<file path="src/rtl/mac_pkg.sv">
// Shared types and default widths for the MAC dot-product sequencer.
// Imported by the interface, the address generator and the top module.
// Holds the FSM state encoding so every file agrees on it.
package mac_pkg;

  localparam int DATA_W_DEF     = 8;
  localparam int ACC_W_DEF      = 16;
  localparam int MAX_LEN_DEF    = 256;
  localparam int MEM_ADDR_W_DEF = 10;

  typedef enum logic [2:0] {
    IDLE    = 3'd0,
    CLEAR   = 3'd1,
    STREAM  = 3'd2,
    CAPTURE = 3'd3,
    OUTPUT  = 3'd4
  } state_t;

endpackage

</file>
<file path="src/rtl/mac_dot_sequencer_if.sv">
// Bundle of command, RAM, MAC and result signals for the dot-product sequencer.
// master = surrounding system (command source, RAMs, MAC, result sink).
// slave  = the sequencer itself.
interface mac_dot_sequencer_if
  import mac_pkg::*;
#(
  parameter int DATA_W     = DATA_W_DEF,
  parameter int ACC_W      = ACC_W_DEF,
  parameter int MAX_LEN    = MAX_LEN_DEF,
  parameter int MEM_ADDR_W = MEM_ADDR_W_DEF
);
  localparam int LEN_W = $clog2(MAX_LEN) + 1;

  // command
  logic                  start;
  logic                  abort;
  logic [LEN_W-1:0]      vec_len;
  logic [MEM_ADDR_W-1:0] data_base;
  logic [MEM_ADDR_W-1:0] weight_base;
  // RAM read port
  logic                  mem_rd_en;
  logic [MEM_ADDR_W-1:0] data_addr;
  logic [MEM_ADDR_W-1:0] weight_addr;
  logic [DATA_W-1:0]     data_rdata;
  logic [DATA_W-1:0]     weight_rdata;
  // MAC control
  logic                  mac_clear;
  logic                  mac_enable;
  logic [DATA_W-1:0]     mac_data;
  logic [DATA_W-1:0]     mac_weight;
  logic [ACC_W-1:0]      mac_result;
  // result port and status
  logic [ACC_W-1:0]      out_data;
  logic                  out_valid;
  logic                  out_ready;
  logic                  busy;
  logic                  done;

  modport master (
    output start, abort, vec_len, data_base, weight_base,
    output data_rdata, weight_rdata, mac_result, out_ready,
    input  mem_rd_en, data_addr, weight_addr, mac_clear, mac_enable,
    input  mac_data, mac_weight, out_data, out_valid, busy, done
  );

  modport slave (
    input  start, abort, vec_len, data_base, weight_base,
    input  data_rdata, weight_rdata, mac_result, out_ready,
    output mem_rd_en, data_addr, weight_addr, mac_clear, mac_enable,
    output mac_data, mac_weight, out_data, out_valid, busy, done
  );

endinterface

</file>
<file path="src/rtl/mac_seq_addr_gen.sv">
// Address generator: latches bases and clamped length, counts elements, flags the last one.
// Latency: addresses are combinational from latched state; counter steps once per STREAM cycle.
// Backpressure: none; addresses read as 0 whenever no read is being issued.
module mac_seq_addr_gen
  import mac_pkg::*;
#(
  parameter int MAX_LEN    = MAX_LEN_DEF,
  parameter int MEM_ADDR_W = MEM_ADDR_W_DEF,
  parameter int LEN_W      = $clog2(MAX_LEN) + 1
) (
  input  logic                  clock,
  input  logic                  reset_n,
  input  logic                  load_i,
  input  logic                  first_i,
  input  logic                  step_i,
  input  logic                  rd_en_i,
  input  logic [LEN_W-1:0]      vec_len_i,
  input  logic [MEM_ADDR_W-1:0] data_base_i,
  input  logic [MEM_ADDR_W-1:0] weight_base_i,
  output logic                  len_zero_o,
  output logic                  last_o,
  output logic [MEM_ADDR_W-1:0] data_addr_o,
  output logic [MEM_ADDR_W-1:0] weight_addr_o
);

  logic [LEN_W-1:0]      len_q, len_d;
  logic [LEN_W-1:0]      k_q, k_d;
  logic [MEM_ADDR_W-1:0] dbase_q, dbase_d;
  logic [MEM_ADDR_W-1:0] wbase_q, wbase_d;
  logic [MEM_ADDR_W-1:0] offset;

  assign len_zero_o = (len_q == '0);
  assign last_o     = (k_q == len_q - LEN_W'(1));

  // Offset 0 is the first read issued from CLEAR; in STREAM element k prefetches k+1.
  // Additions are MEM_ADDR_W wide so the address wraps past the top of the RAM.
  assign offset        = first_i ? '0 : MEM_ADDR_W'(k_q) + MEM_ADDR_W'(1);
  assign data_addr_o   = rd_en_i ? dbase_q + offset : '0;
  assign weight_addr_o = rd_en_i ? wbase_q + offset : '0;

  // Latch the command on load (clamping oversize lengths) and advance the element index.
  always_comb begin
    len_d   = len_q;
    k_d     = k_q;
    dbase_d = dbase_q;
    wbase_d = wbase_q;
    if (load_i) begin
      len_d   = (vec_len_i > LEN_W'(MAX_LEN)) ? LEN_W'(MAX_LEN) : vec_len_i;
      k_d     = '0;
      dbase_d = data_base_i;
      wbase_d = weight_base_i;
    end else if (step_i && !last_o) begin
      k_d = k_q + LEN_W'(1);
    end
  end

  // Command and counter registers.
  always_ff @(posedge clock or negedge reset_n) begin
    if (!reset_n) begin
      len_q   <= '0;
      k_q     <= '0;
      dbase_q <= '0;
      wbase_q <= '0;
    end else begin
      len_q   <= len_d;
      k_q     <= k_d;
      dbase_q <= dbase_d;
      wbase_q <= wbase_d;
    end
  end

endmodule

</file>
<file path="src/rtl/mac_dot_sequencer.sv">
// Dot-product sequencer: reads vec_len operand pairs, streams them into the MAC, captures acc+bias.
// Latency: out_valid rises len+2 edges after start is sampled (2 for len==0).
// Backpressure: out_data/out_valid held until out_ready; done pulses the cycle after acceptance.
// Optional MAC_SEQ_RELU_EN: negative results are captured as 0 (timing unchanged).
module mac_dot_sequencer
  import mac_pkg::*;
#(
  parameter int DATA_W     = DATA_W_DEF,
  parameter int ACC_W      = ACC_W_DEF,
  parameter int MAX_LEN    = MAX_LEN_DEF,
  parameter int MEM_ADDR_W = MEM_ADDR_W_DEF
) (
  input logic               clock,
  input logic               reset_n,
  mac_dot_sequencer_if.slave bus
);

  state_t           state_q, state_d;
  logic [ACC_W-1:0] out_data_q, out_data_d;
  logic             out_valid_q, out_valid_d;
  logic             done_q, done_d;
  logic             abort_clr_q, abort_clr_d;
  logic             load;
  logic             len_zero;
  logic             last_elem;
  logic             issue_rd;
  logic [ACC_W-1:0] capture_val;
  logic [DATA_W-1:0] mac_data_w;
  logic [DATA_W-1:0] mac_weight_w;

  mac_seq_addr_gen #(
    .MAX_LEN    (MAX_LEN),
    .MEM_ADDR_W (MEM_ADDR_W)
  ) u_addr_gen (
    .clock         (clock),
    .reset_n       (reset_n),
    .load_i        (load),
    .first_i       (state_q == CLEAR),
    .step_i        (state_q == STREAM),
    .rd_en_i       (issue_rd),
    .vec_len_i     (bus.vec_len),
    .data_base_i   (bus.data_base),
    .weight_base_i (bus.weight_base),
    .len_zero_o    (len_zero),
    .last_o        (last_elem),
    .data_addr_o   (bus.data_addr),
    .weight_addr_o (bus.weight_addr)
  );

  // One read per element: the first from CLEAR, the rest prefetched during STREAM.
  assign issue_rd = ((state_q == CLEAR) && !len_zero) || ((state_q == STREAM) && !last_elem);

`ifdef MAC_SEQ_RELU_EN
  assign capture_val = bus.mac_result[ACC_W-1] ? '0 : bus.mac_result;
`else
  assign capture_val = bus.mac_result;
`endif

  // Operands forwarded only while enabled so idle/reset outputs stay at zero.
  assign mac_data_w   = (state_q == STREAM) ? bus.data_rdata   : '0;
  assign mac_weight_w = (state_q == STREAM) ? bus.weight_rdata : '0;

  assign bus.mem_rd_en  = issue_rd;
  assign bus.mac_enable = (state_q == STREAM);
  // The abort clear is registered, so it lands in IDLE and never overlaps mac_enable.
  assign bus.mac_clear  = (state_q == CLEAR) || abort_clr_q;
  assign bus.mac_data   = mac_data_w;
  assign bus.mac_weight = mac_weight_w;
  assign bus.out_data   = out_data_q;
  assign bus.out_valid  = out_valid_q;
  assign bus.busy       = (state_q != IDLE);
  assign bus.done       = done_q;

  // Next-state and result-register logic; abort overrides every transition.
  always_comb begin
    state_d     = state_q;
    out_data_d  = out_data_q;
    out_valid_d = out_valid_q;
    done_d      = 1'b0;
    abort_clr_d = bus.abort;
    load        = 1'b0;
    if (bus.abort) begin
      state_d     = IDLE;
      out_valid_d = 1'b0;
      done_d      = (state_q != IDLE);
    end else begin
      case (state_q)
        IDLE: begin
          if (bus.start) begin
            load    = 1'b1;
            state_d = CLEAR;
          end
        end
        CLEAR:   state_d = len_zero ? CAPTURE : STREAM;
        STREAM:  if (last_elem) state_d = CAPTURE;
        CAPTURE: begin
          out_data_d  = capture_val;
          out_valid_d = 1'b1;
          state_d     = OUTPUT;
        end
        OUTPUT: begin
          if (bus.out_ready) begin
            out_valid_d = 1'b0;
            done_d      = 1'b1;
            state_d     = IDLE;
          end
        end
        default: state_d = IDLE;
      endcase
    end
  end

  // State and output registers.
  always_ff @(posedge clock or negedge reset_n) begin
    if (!reset_n) begin
      state_q     <= IDLE;
      out_data_q  <= '0;
      out_valid_q <= 1'b0;
      done_q      <= 1'b0;
      abort_clr_q <= 1'b0;
    end else begin
      state_q     <= state_d;
      out_data_q  <= out_data_d;
      out_valid_q <= out_valid_d;
      done_q      <= done_d;
      abort_clr_q <= abort_clr_d;
    end
  end

endmodule
</file>
<file path="src/flat_wrapper.sv">
// flat-port wrapper written by rule: the top's interface ports become plain ports
module mac_dot_sequencer_flat import mac_pkg::*;
#(
  parameter int DATA_W     = DATA_W_DEF,
  parameter int ACC_W      = ACC_W_DEF,
  parameter int MAX_LEN    = MAX_LEN_DEF,
  parameter int MEM_ADDR_W = MEM_ADDR_W_DEF
)
  (clock, reset_n, bus_start, bus_abort, bus_vec_len, bus_data_base, bus_weight_base, bus_data_rdata, bus_weight_rdata, bus_mac_result, bus_out_ready, bus_mem_rd_en, bus_data_addr, bus_weight_addr, bus_mac_clear, bus_mac_enable, bus_mac_data, bus_mac_weight, bus_out_data, bus_out_valid, bus_busy, bus_done);
  mac_dot_sequencer_if #(.DATA_W(DATA_W), .ACC_W(ACC_W), .MAX_LEN(MAX_LEN), .MEM_ADDR_W(MEM_ADDR_W)) bus_i ();
  input logic clock;
  input logic reset_n;
  input wire logic [$bits(bus_i.start)-1:0] bus_start;
  input wire logic [$bits(bus_i.abort)-1:0] bus_abort;
  input wire logic [$bits(bus_i.vec_len)-1:0] bus_vec_len;
  input wire logic [$bits(bus_i.data_base)-1:0] bus_data_base;
  input wire logic [$bits(bus_i.weight_base)-1:0] bus_weight_base;
  input wire logic [$bits(bus_i.data_rdata)-1:0] bus_data_rdata;
  input wire logic [$bits(bus_i.weight_rdata)-1:0] bus_weight_rdata;
  input wire logic [$bits(bus_i.mac_result)-1:0] bus_mac_result;
  input wire logic [$bits(bus_i.out_ready)-1:0] bus_out_ready;
  output wire logic [$bits(bus_i.mem_rd_en)-1:0] bus_mem_rd_en;
  output wire logic [$bits(bus_i.data_addr)-1:0] bus_data_addr;
  output wire logic [$bits(bus_i.weight_addr)-1:0] bus_weight_addr;
  output wire logic [$bits(bus_i.mac_clear)-1:0] bus_mac_clear;
  output wire logic [$bits(bus_i.mac_enable)-1:0] bus_mac_enable;
  output wire logic [$bits(bus_i.mac_data)-1:0] bus_mac_data;
  output wire logic [$bits(bus_i.mac_weight)-1:0] bus_mac_weight;
  output wire logic [$bits(bus_i.out_data)-1:0] bus_out_data;
  output wire logic [$bits(bus_i.out_valid)-1:0] bus_out_valid;
  output wire logic [$bits(bus_i.busy)-1:0] bus_busy;
  output wire logic [$bits(bus_i.done)-1:0] bus_done;
  assign bus_i.start = bus_start;
  assign bus_i.abort = bus_abort;
  assign bus_i.vec_len = bus_vec_len;
  assign bus_i.data_base = bus_data_base;
  assign bus_i.weight_base = bus_weight_base;
  assign bus_i.data_rdata = bus_data_rdata;
  assign bus_i.weight_rdata = bus_weight_rdata;
  assign bus_i.mac_result = bus_mac_result;
  assign bus_i.out_ready = bus_out_ready;
  assign bus_mem_rd_en = bus_i.mem_rd_en;
  assign bus_data_addr = bus_i.data_addr;
  assign bus_weight_addr = bus_i.weight_addr;
  assign bus_mac_clear = bus_i.mac_clear;
  assign bus_mac_enable = bus_i.mac_enable;
  assign bus_mac_data = bus_i.mac_data;
  assign bus_mac_weight = bus_i.mac_weight;
  assign bus_out_data = bus_i.out_data;
  assign bus_out_valid = bus_i.out_valid;
  assign bus_busy = bus_i.busy;
  assign bus_done = bus_i.done;
  mac_dot_sequencer #(.DATA_W(DATA_W), .ACC_W(ACC_W), .MAX_LEN(MAX_LEN), .MEM_ADDR_W(MEM_ADDR_W)) u_core (.clock(clock), .reset_n(reset_n), .bus(bus_i));
endmodule
</file>
<file path="config.mk">
export PLATFORM = sky130hd
export DESIGN_NAME = mac_dot_sequencer_flat
export DESIGN_NICKNAME = d
export VERILOG_FILES = /design/src/rtl/mac_pkg.sv /design/src/rtl/mac_dot_sequencer_if.sv /design/src/rtl/mac_seq_addr_gen.sv /design/src/rtl/mac_dot_sequencer.sv /design/src/flat_wrapper.sv
export SDC_FILE = /design/constraint.sdc
export NUM_CORES = 1
export LEC_CHECK = 0
export BUFFER_PORTS_ARGS = -buffer_cell sky130_fd_sc_hd__buf_2
export CORE_MARGIN = 2
export CORE_UTILIZATION = 53
export DETAILED_ROUTE_END_ITERATION = 8
export GPL_TIMING_DRIVEN = 0
export PLACE_DENSITY_LB_ADDON = 0.1
export SLEW_MARGIN = 20
export SYNTH_ARGS = -nofsm -noshare
export SYNTH_HDL_FRONTEND = slang
export SYNTH_HIERARCHICAL = 1
export SYNTH_SLANG_ARGS = --single-unit
</file>
<file path="constraint.sdc">
create_clock -name clock -period 5.4 [get_ports clock]
set_input_delay 0.81 -clock clock [delete_from_list [all_inputs] [get_ports clock]]
set_output_delay 0.81 -clock clock [all_outputs]
set_load 0.01 [all_outputs]
</file>
==> results of run 1 <==
final cells by class:
class | instances | area share [%]
clock buffer | 9 | 2.44
clock inverter | 6 | 0.839
timing repair buffer | 122 | 12.1
buffer | 20 | 2.00
inverter | 27 | 2.00
multi-input combinational | 331 | 48.5
sequential | 60 | 29.6
tap | 102 | 2.52
metal layers:
| layer | wire, µm | global-route usage (%) | vias to the layer above |
|---|---|---|---|
| met3 | 634 | 5.94 | 9 |
| met1 | 4630 | 33.0 | 1810 |
| met5 | 0 | 0 | - |
| met4 | 140 | 8.58 | 0 |
| li1 | - | - | 1802 |
| met2 | 5220 | 42.9 | 117 |
repair_timing:
| item | 4_1_cts | 5_1_grt |
|---|---|---|
| gates resized for setup | 0 | 3 |
| hold buffers | 0 | 0 |
| endpoints found under the setup margin | 0 | 2 |
power breakdown:
part,internal [mW],switching [mW]
Clock,0.163,0.197
Sequential,0.545,0.0798
Combinational,0.336,0.389
kinds of logic (layout without fill, tap and decap cells):
group | after synthesis | count (layout) | share of synthesized area [%]
buffers and inverters | 47 | 184 | 4.85
AOI/OAI and AO/OA | 77 | 77 | 12.9
DFF | 60 | 60 | 36.1
xor gates and xnor gates | 31 | 31 | 6.54
and+or+nand+nor | 160 | 160 | 21.1
adders and majority gates | 22 | 22 | 6.69
muxes | 41 | 41 | 11.8
state kept, by name, summed over array words and instances, names as in the netlist, 3 cells and up:
signal and flops:
u_core/u_addr_gen/k_q 9, u_core/state_q 3, u_core/bus.out_data 16, u_core/u_addr_gen/len_q 9
u_core/u_addr_gen/wbase_q 10, u_core/u_addr_gen/dbase_q 10
worst reg2reg max path, cell delays in order, from the launching register on:
cell and delay, ns:
dfrtp_1 0.44, or3_1 0.42, or4_4 0.50, a2111oi_4 0.47, nand2_1 0.09, nor4bb_1 0.45
nand3b_1 0.12, o21ai_0 0.09, and2_2 0.15
final timing paths:
kind / from / to / slack, ns / cells after the start
worst max-delay path: u_core/state_q[2] / bus_weight_addr[7] / 0.39 / 16
worst min-delay path: u_core/bus.out_data[7] / u_core/bus.out_data[7] / 0.51 / 1
worst max register to register: u_core/u_addr_gen/len_q[2] / u_core/state_q[0] / 2.61 / 8
worst min register to register: u_core/bus.out_data[7] / u_core/bus.out_data[7] / 0.51 / 1
max in group asynchronous: reset_n / u_core/bus.done / 4.35 / 1
min in group asynchronous: reset_n / u_core/u_addr_gen/dbase_q[8] / 0.54 / 1
cells in the final DEF, fill, tap and decap left out, types with 10 or more instances in the layout:
cell	n
a21oi_1	16
and3_1	20
buf_2	122
clkbuf_1	14
dfrtp_1	60
ha_1	15
inv_1	27
mux2_2	24
mux2_4	10
nand2_1	40
nor2_1	33
o21ai_0	20
xnor2_1	22
metrics by stage:
stage               util [%]  worst slack [ns]
global route            66.3             0.115
floorplan                  -              1.24
finish                  66.3             0.387
global placement        64.0             0.709
detailed placement      64.0             0.607
CTS                     66.2             0.207
==> summary.txt, run 1 <==
Worst hold path
  – Tightest Hold Check Type: reg2reg

Timing
  – Post-Route Setup TNS: 0 ns
  – Clk_skew: 0.00665 ns
  – Post-route minimum period: 5.01 ns
  – Least-Margin Pin Slew: 0.779 ns
  – Slew headroom: roughly 48%
  – Fin. Hold Viols: 0
  – Hold_ws: 0.509 ns
  – Max Clk Rate: 199 MHz
  – Final Slew Violations: 0
  – Unrepaired setup endpoints after global routing: false
  – Tcrit/Tclk final: between 90% and 100%
  – Final setup violation count: 0

Clocking
  – H-tree Lvls: 3
  – CTS max path bufs: 2
  – Worst-path clk slew: 0.07 ns
  – Worst-Skew Late Latency: 0.35 ns
  – CTS tree: built
  – Num CTS Buffers: 9
  – Post-CTS Setup Inserts: 0
  – Clk sinks: 60
  – Root Driver: clkbuf_8

Critical path
  – CP Cell Sequence: and2b_1 > nand2b_1 > inv_1 > clkbuf_1 > clkbuf_2 > nand2b_1 > inv_1 > ha_1 > a21oi_1 > nand2_1 > a31o_2 > or2_2 > maj3_1 > a21oi_1 > mux2i_1 > buf_2
  – Slowest cell on the critical path: dfrtp_1
  – CP bufs+invs: 5
  – Crit path max-delay family: simple AND/OR/NAND/NOR gates
  – Worst setup EP type: output port
  – Crit path DAT: 4.20 ns
  – CP startpoint kind: flip-flop
  – Worst EP required: 4.59 ns
  – Critical Path Max Stage Delay: approximately 0.45 ns
  – Setup Crit Path Kind: reg2out
  – CP Max Fanout: 10

Cells and area
  – Fin cells: 677
  – Antenna cells: 0
  – Design Area, Final: 5070 µm²
  – Layout cell share with drive strength beyond 1: between 30% and 40%
  – P&R area growth vs syn: 22.0%
  – Fill cell count: 653
  – Sequential cell area: 1500 µm²
  – Nets: ~650
  – Multi-input gate area: 2460 µm²

Global routing
  – Pin count of the biggest net entering global routing: 61
  – Gr ovfl total: 0
  – Vias in the first global route: 3645
  – First-pass GRT wire length: 17200 µm
  – Initial antenna violation count: 0
  – GRT Overall Usage: 25.7%

Logic synthesis
  – Top-area cell type share of the netlist area: between 30 and 40%
  – Mean post-synth cell area: 9.48 µm²
  – Yosys reg bits: 60
  – Most common flop cell mapped by yosys: dfrtp_1
  – Post-synthesis sequential area ratio: 36.1%
  – Post-Syn Nets: 521
  – Netlist cell types: 71
  – Synth cell count leaders: 60 x dfrtp_1, 40 x nand2_1, 33 x nor2_1
  – Mapped Area: slightly above 4000 µm²
  – Dominant cell by count in the synthesized netlist: dfrtp_1
  – EDFF count, synth: 0
  – Top area cells in the synthesized netlist: dfrtp_1 36%, mux2_2 6.5%, xnor2_1 4.6%
  – Synthesized instance count: 438
  – Leading area contributor after synthesis: dfrtp_1
  – Ys async rst share: 100%
  – Ys Warns: 6

Floorplan
  – Core area: approximately 7600 µm²
  – Row Count: 32
  – Initial Util: a little over half
  – Top Ports: 124
  – Die width: 92.5 µm
  – Full die area: 8560 µm²
  – Die H: 92.5 µm

Routing
  – Routed Wire Length: 10600 µm
  – Initial DRC count: 136
  – Vias post-DR: 3738
  – # DRC: 0
  – Final antenna-violating net count: 0
  – DRT Pass-1 Iters: 4
  – DR vias/cell: 5.52
  – WL/cell: ~16 µm

Power
  – Leak pwr: about 2.5 nW
  – Pwr/cell area: 337 nW/µm²
  – Max IR drop VDD: 0.225 mV
  – Final total power: 1.71 mW

Place
  – Placed Instances: 662
  – Final GP Congestion: between 0.8 and 0.9
  – Port Buf Inserts: approximately 120
  – Placed cell areas: roughly 4900 µm²
  – DP Wirelength: 8160 µm

Outcome
  – Outcome: finished, final reports clean

Run
  – Max Cap Viol: 0
No activity file was read; power rests on OpenSTA's default activity.
==> run 2, diff against run 1 <==
Settings changed: CORE_ASPECT_RATIO set to 2, CORE_UTILIZATION 53 to 54, CTS_BUF_LIST set to sky130_fd_sc_hd__clkbuf_8.
==> run 2 against run 1 <==
Non-clock buffer count unchanged; die area is 1.3% lower; sequential share of layout area unchanged.
==> summary.txt, run 2 (synthesized netlist as in run 1, its figures left out) <==
Global routing
  – First-pass GRT wire length: 16800 µm (-2.2%)
  – Vias in the first global route: 3745 (+2.7%)
  – Initial antenna violation count: 0 (unchanged)
  – GRT Overall Usage: 25.9% (+0.19 points)
  – Pin count of the biggest net entering global routing: 61 (unchanged)
  – Gr ovfl total: 0 (unchanged)

Floorplan
  – Full die area: 8450 µm² (-1.3%)
  – Core area: 7540 µm² (-1.3%)
  – Die H: 128 µm (+38%)
  – Initial Util: 55.1% (+0.74 points)
  – Row Count: 45 (+41%)
  – Die width: 66.0 µm (-29%)
  – Top Ports: 124 (unchanged)

Outcome
  – Outcome: finished, final reports clean

Cells and area
  – Layout cell share with drive strength beyond 1: 34.3% (-0.29 points)
  – Post-layout util: 67.2% (+0.90 points)
  – Most frequent cells in the layout: 122 x buf_2, 60 x dfrtp_1, 40 x nand2_1, 33 x nor2_1, 28 x inv_1
  – Antenna cells: 0 (unchanged)
  – Largest register FFs: 16 (unchanged)
  – Nets: 654 (unchanged)
  – Most common cell after layout, fill and taps aside: buf_2
  – P&R area growth vs syn: 22.0% (unchanged)

Timing
  – Final Slew Violations: 0 (unchanged)
  – Post-route minimum period: 4.95 ns (-0.0610 ns)
  – Max Clk Rate: 202 MHz (+1.2%)
  – Post-Route Setup TNS: 0 ns (unchanged)
  – Slew headroom: 45.0% (-3.1 points)
  – Tcrit/Tclk final: 91.7% (-1.1 points)
  – Final setup violation count: 0 (unchanged)
  – Post-route setup slack: 0.448 ns (+0.0610 ns)
  – Clk_skew: 0.0129 ns (+0.00623 ns)
  – Unrepaired setup endpoints after global routing: false
  – Fin. Hold Viols: 0 (unchanged)
  – Least-Margin Pin Slew: 0.825 ns (+0.0459 ns)

Critical path
  – CP Max Fanout: 10 (unchanged)
  – Crit path DAT: 4.14 ns (-0.06 ns)
  – Worst EP required: 4.59 ns (about the same)
  – CP startpoint kind: flip-flop
  – Worst setup EP type: output port
  – Setup Crit Path Kind: reg2out
  – Worst-case reg-to-reg path depth: 8 (unchanged)

Run
  – Max Cap Viol: 0 (unchanged)

Routing
  – Vias post-DR: 3768 (+0.80%)
  – DR vias/cell: 5.64 (+2.2%)
  – # DRC: 0 (unchanged)
  – Final antenna-violating net count: 0 (unchanged)
  – WL/cell: 15.5 µm (-1.2%)
  – Initial DRC count: 126 (-7.4%)
  – Routed Wire Length: 10400 µm (-2.5%)
  – DRT Pass-1 Iters: 4 (unchanged)

Worst hold path
  – Tightest Hold Check Type: reg2reg
  – Worst hold path depth: 1 (unchanged)

Clocking
  – Num CTS Buffers: 9 (unchanged)
  – Hold buffers post-CTS: 0 (unchanged)
  – Worst-path clk slew: 0.06 ns (about the same)
  – CTS tree: built
  – Worst-Skew Late Latency: 0.34 ns (about the same)
  – Root Driver: clkbuf_8
  – Clk sinks: 60 (unchanged)
  – CTS max path bufs: 2 (unchanged)
  – H-tree Lvls: 3 (unchanged)

Power
  – Pwr/cell area: 336 nW/µm² (-0.35%)
  – Leak pwr: 2.53 nW (+0.43%)
  – Final total power: 1.70 mW (-0.35%)
  – Max IR drop VDD: 0.227 mV (+0.66%)

Place
  – Post-Place Setup Slack: 0.514 ns (-0.0930 ns)
  – DP Wirelength: 8120 µm (-0.49%)
  – Port Buf Inserts: 122 (unchanged)
  – Final GP Congestion: 0.867 (+4.2%)
run 2: worst paths after layout:
kind                                       startpoint                           end  slack (ns)
min reg2reg                    u_core/bus.out_data[2]        u_core/bus.out_data[2]        0.50
min                            u_core/bus.out_data[2]        u_core/bus.out_data[2]        0.50
max reg2reg                u_core/u_addr_gen/len_q[2]             u_core/state_q[0]        2.58
min in group asynchronous                     reset_n  u_core/u_addr_gen/dbase_q[2]        0.53
max in group asynchronous                     reset_n             u_core/state_q[2]        4.34
max                                 u_core/state_q[2]            bus_weight_addr[7]        0.45
run 2: cell type report:
class | instances | area (µm²)
fillers | 676 | 2470
multi-input cells | 331 | 2460
flip-flops and latches | 60 | 1500
repair buffers | 122 | 613
clock buffers | 12 | 165
well taps | 94 | 118
plain buffers | 20 | 101
inverters | 27 | 101
clock inverters | 2 | 11.3
run 2: critical path, cell delays in order (launching register included):
cell,delay (ns)
dfrtp_1,0.42
and2b_1,0.26
nand2b_1,0.14
inv_1,0.08
clkbuf_1,0.28
clkbuf_2,0.30
nand2b_1,0.24
inv_1,0.09
ha_1,0.19
a21oi_1,0.20
nand2_1,0.12
a31o_2,0.28
or2_2,0.30
maj3_1,0.35
a21oi_1,0.20
mux2i_1,0.21
buf_2,0.15
run 2: layer usage:
metal | global-route usage [%] | up-vias | wire length, µm
met5 | 0 | - | 0
met4 | 12.2 | 0 | 277
met3 | 5.00 | 22 | 477
met2 | 48.9 | 124 | 5910
met1 | 26.2 | 1816 | 3690
li1 | - | 1806 | -
run 2: report_power, final:
part,internal [mW],switching [mW]
clock,0.197,0.168
sequential,0.546,0.0776
combinational,0.335,0.381
total,1.08,0.626
run 2: metrics by stage:
step / hold slack [ns] / cells / cell area [µm²]
detailed placement: 0.490 / 654 / 4880
global route: 0.531 / 668 / 5070
global placement: 0.485 / 654 / 4880
CTS: 0.503 / 668 / 5060
finish: 0.500 / 668 / 5070
floorplan: 0.487 / 438 / 4150
run 2: what timing repair did:
item	4_1_cts	5_1_grt
setup buffers	0	0
endpoints found under the setup margin	0	3
resized for setup	0	3
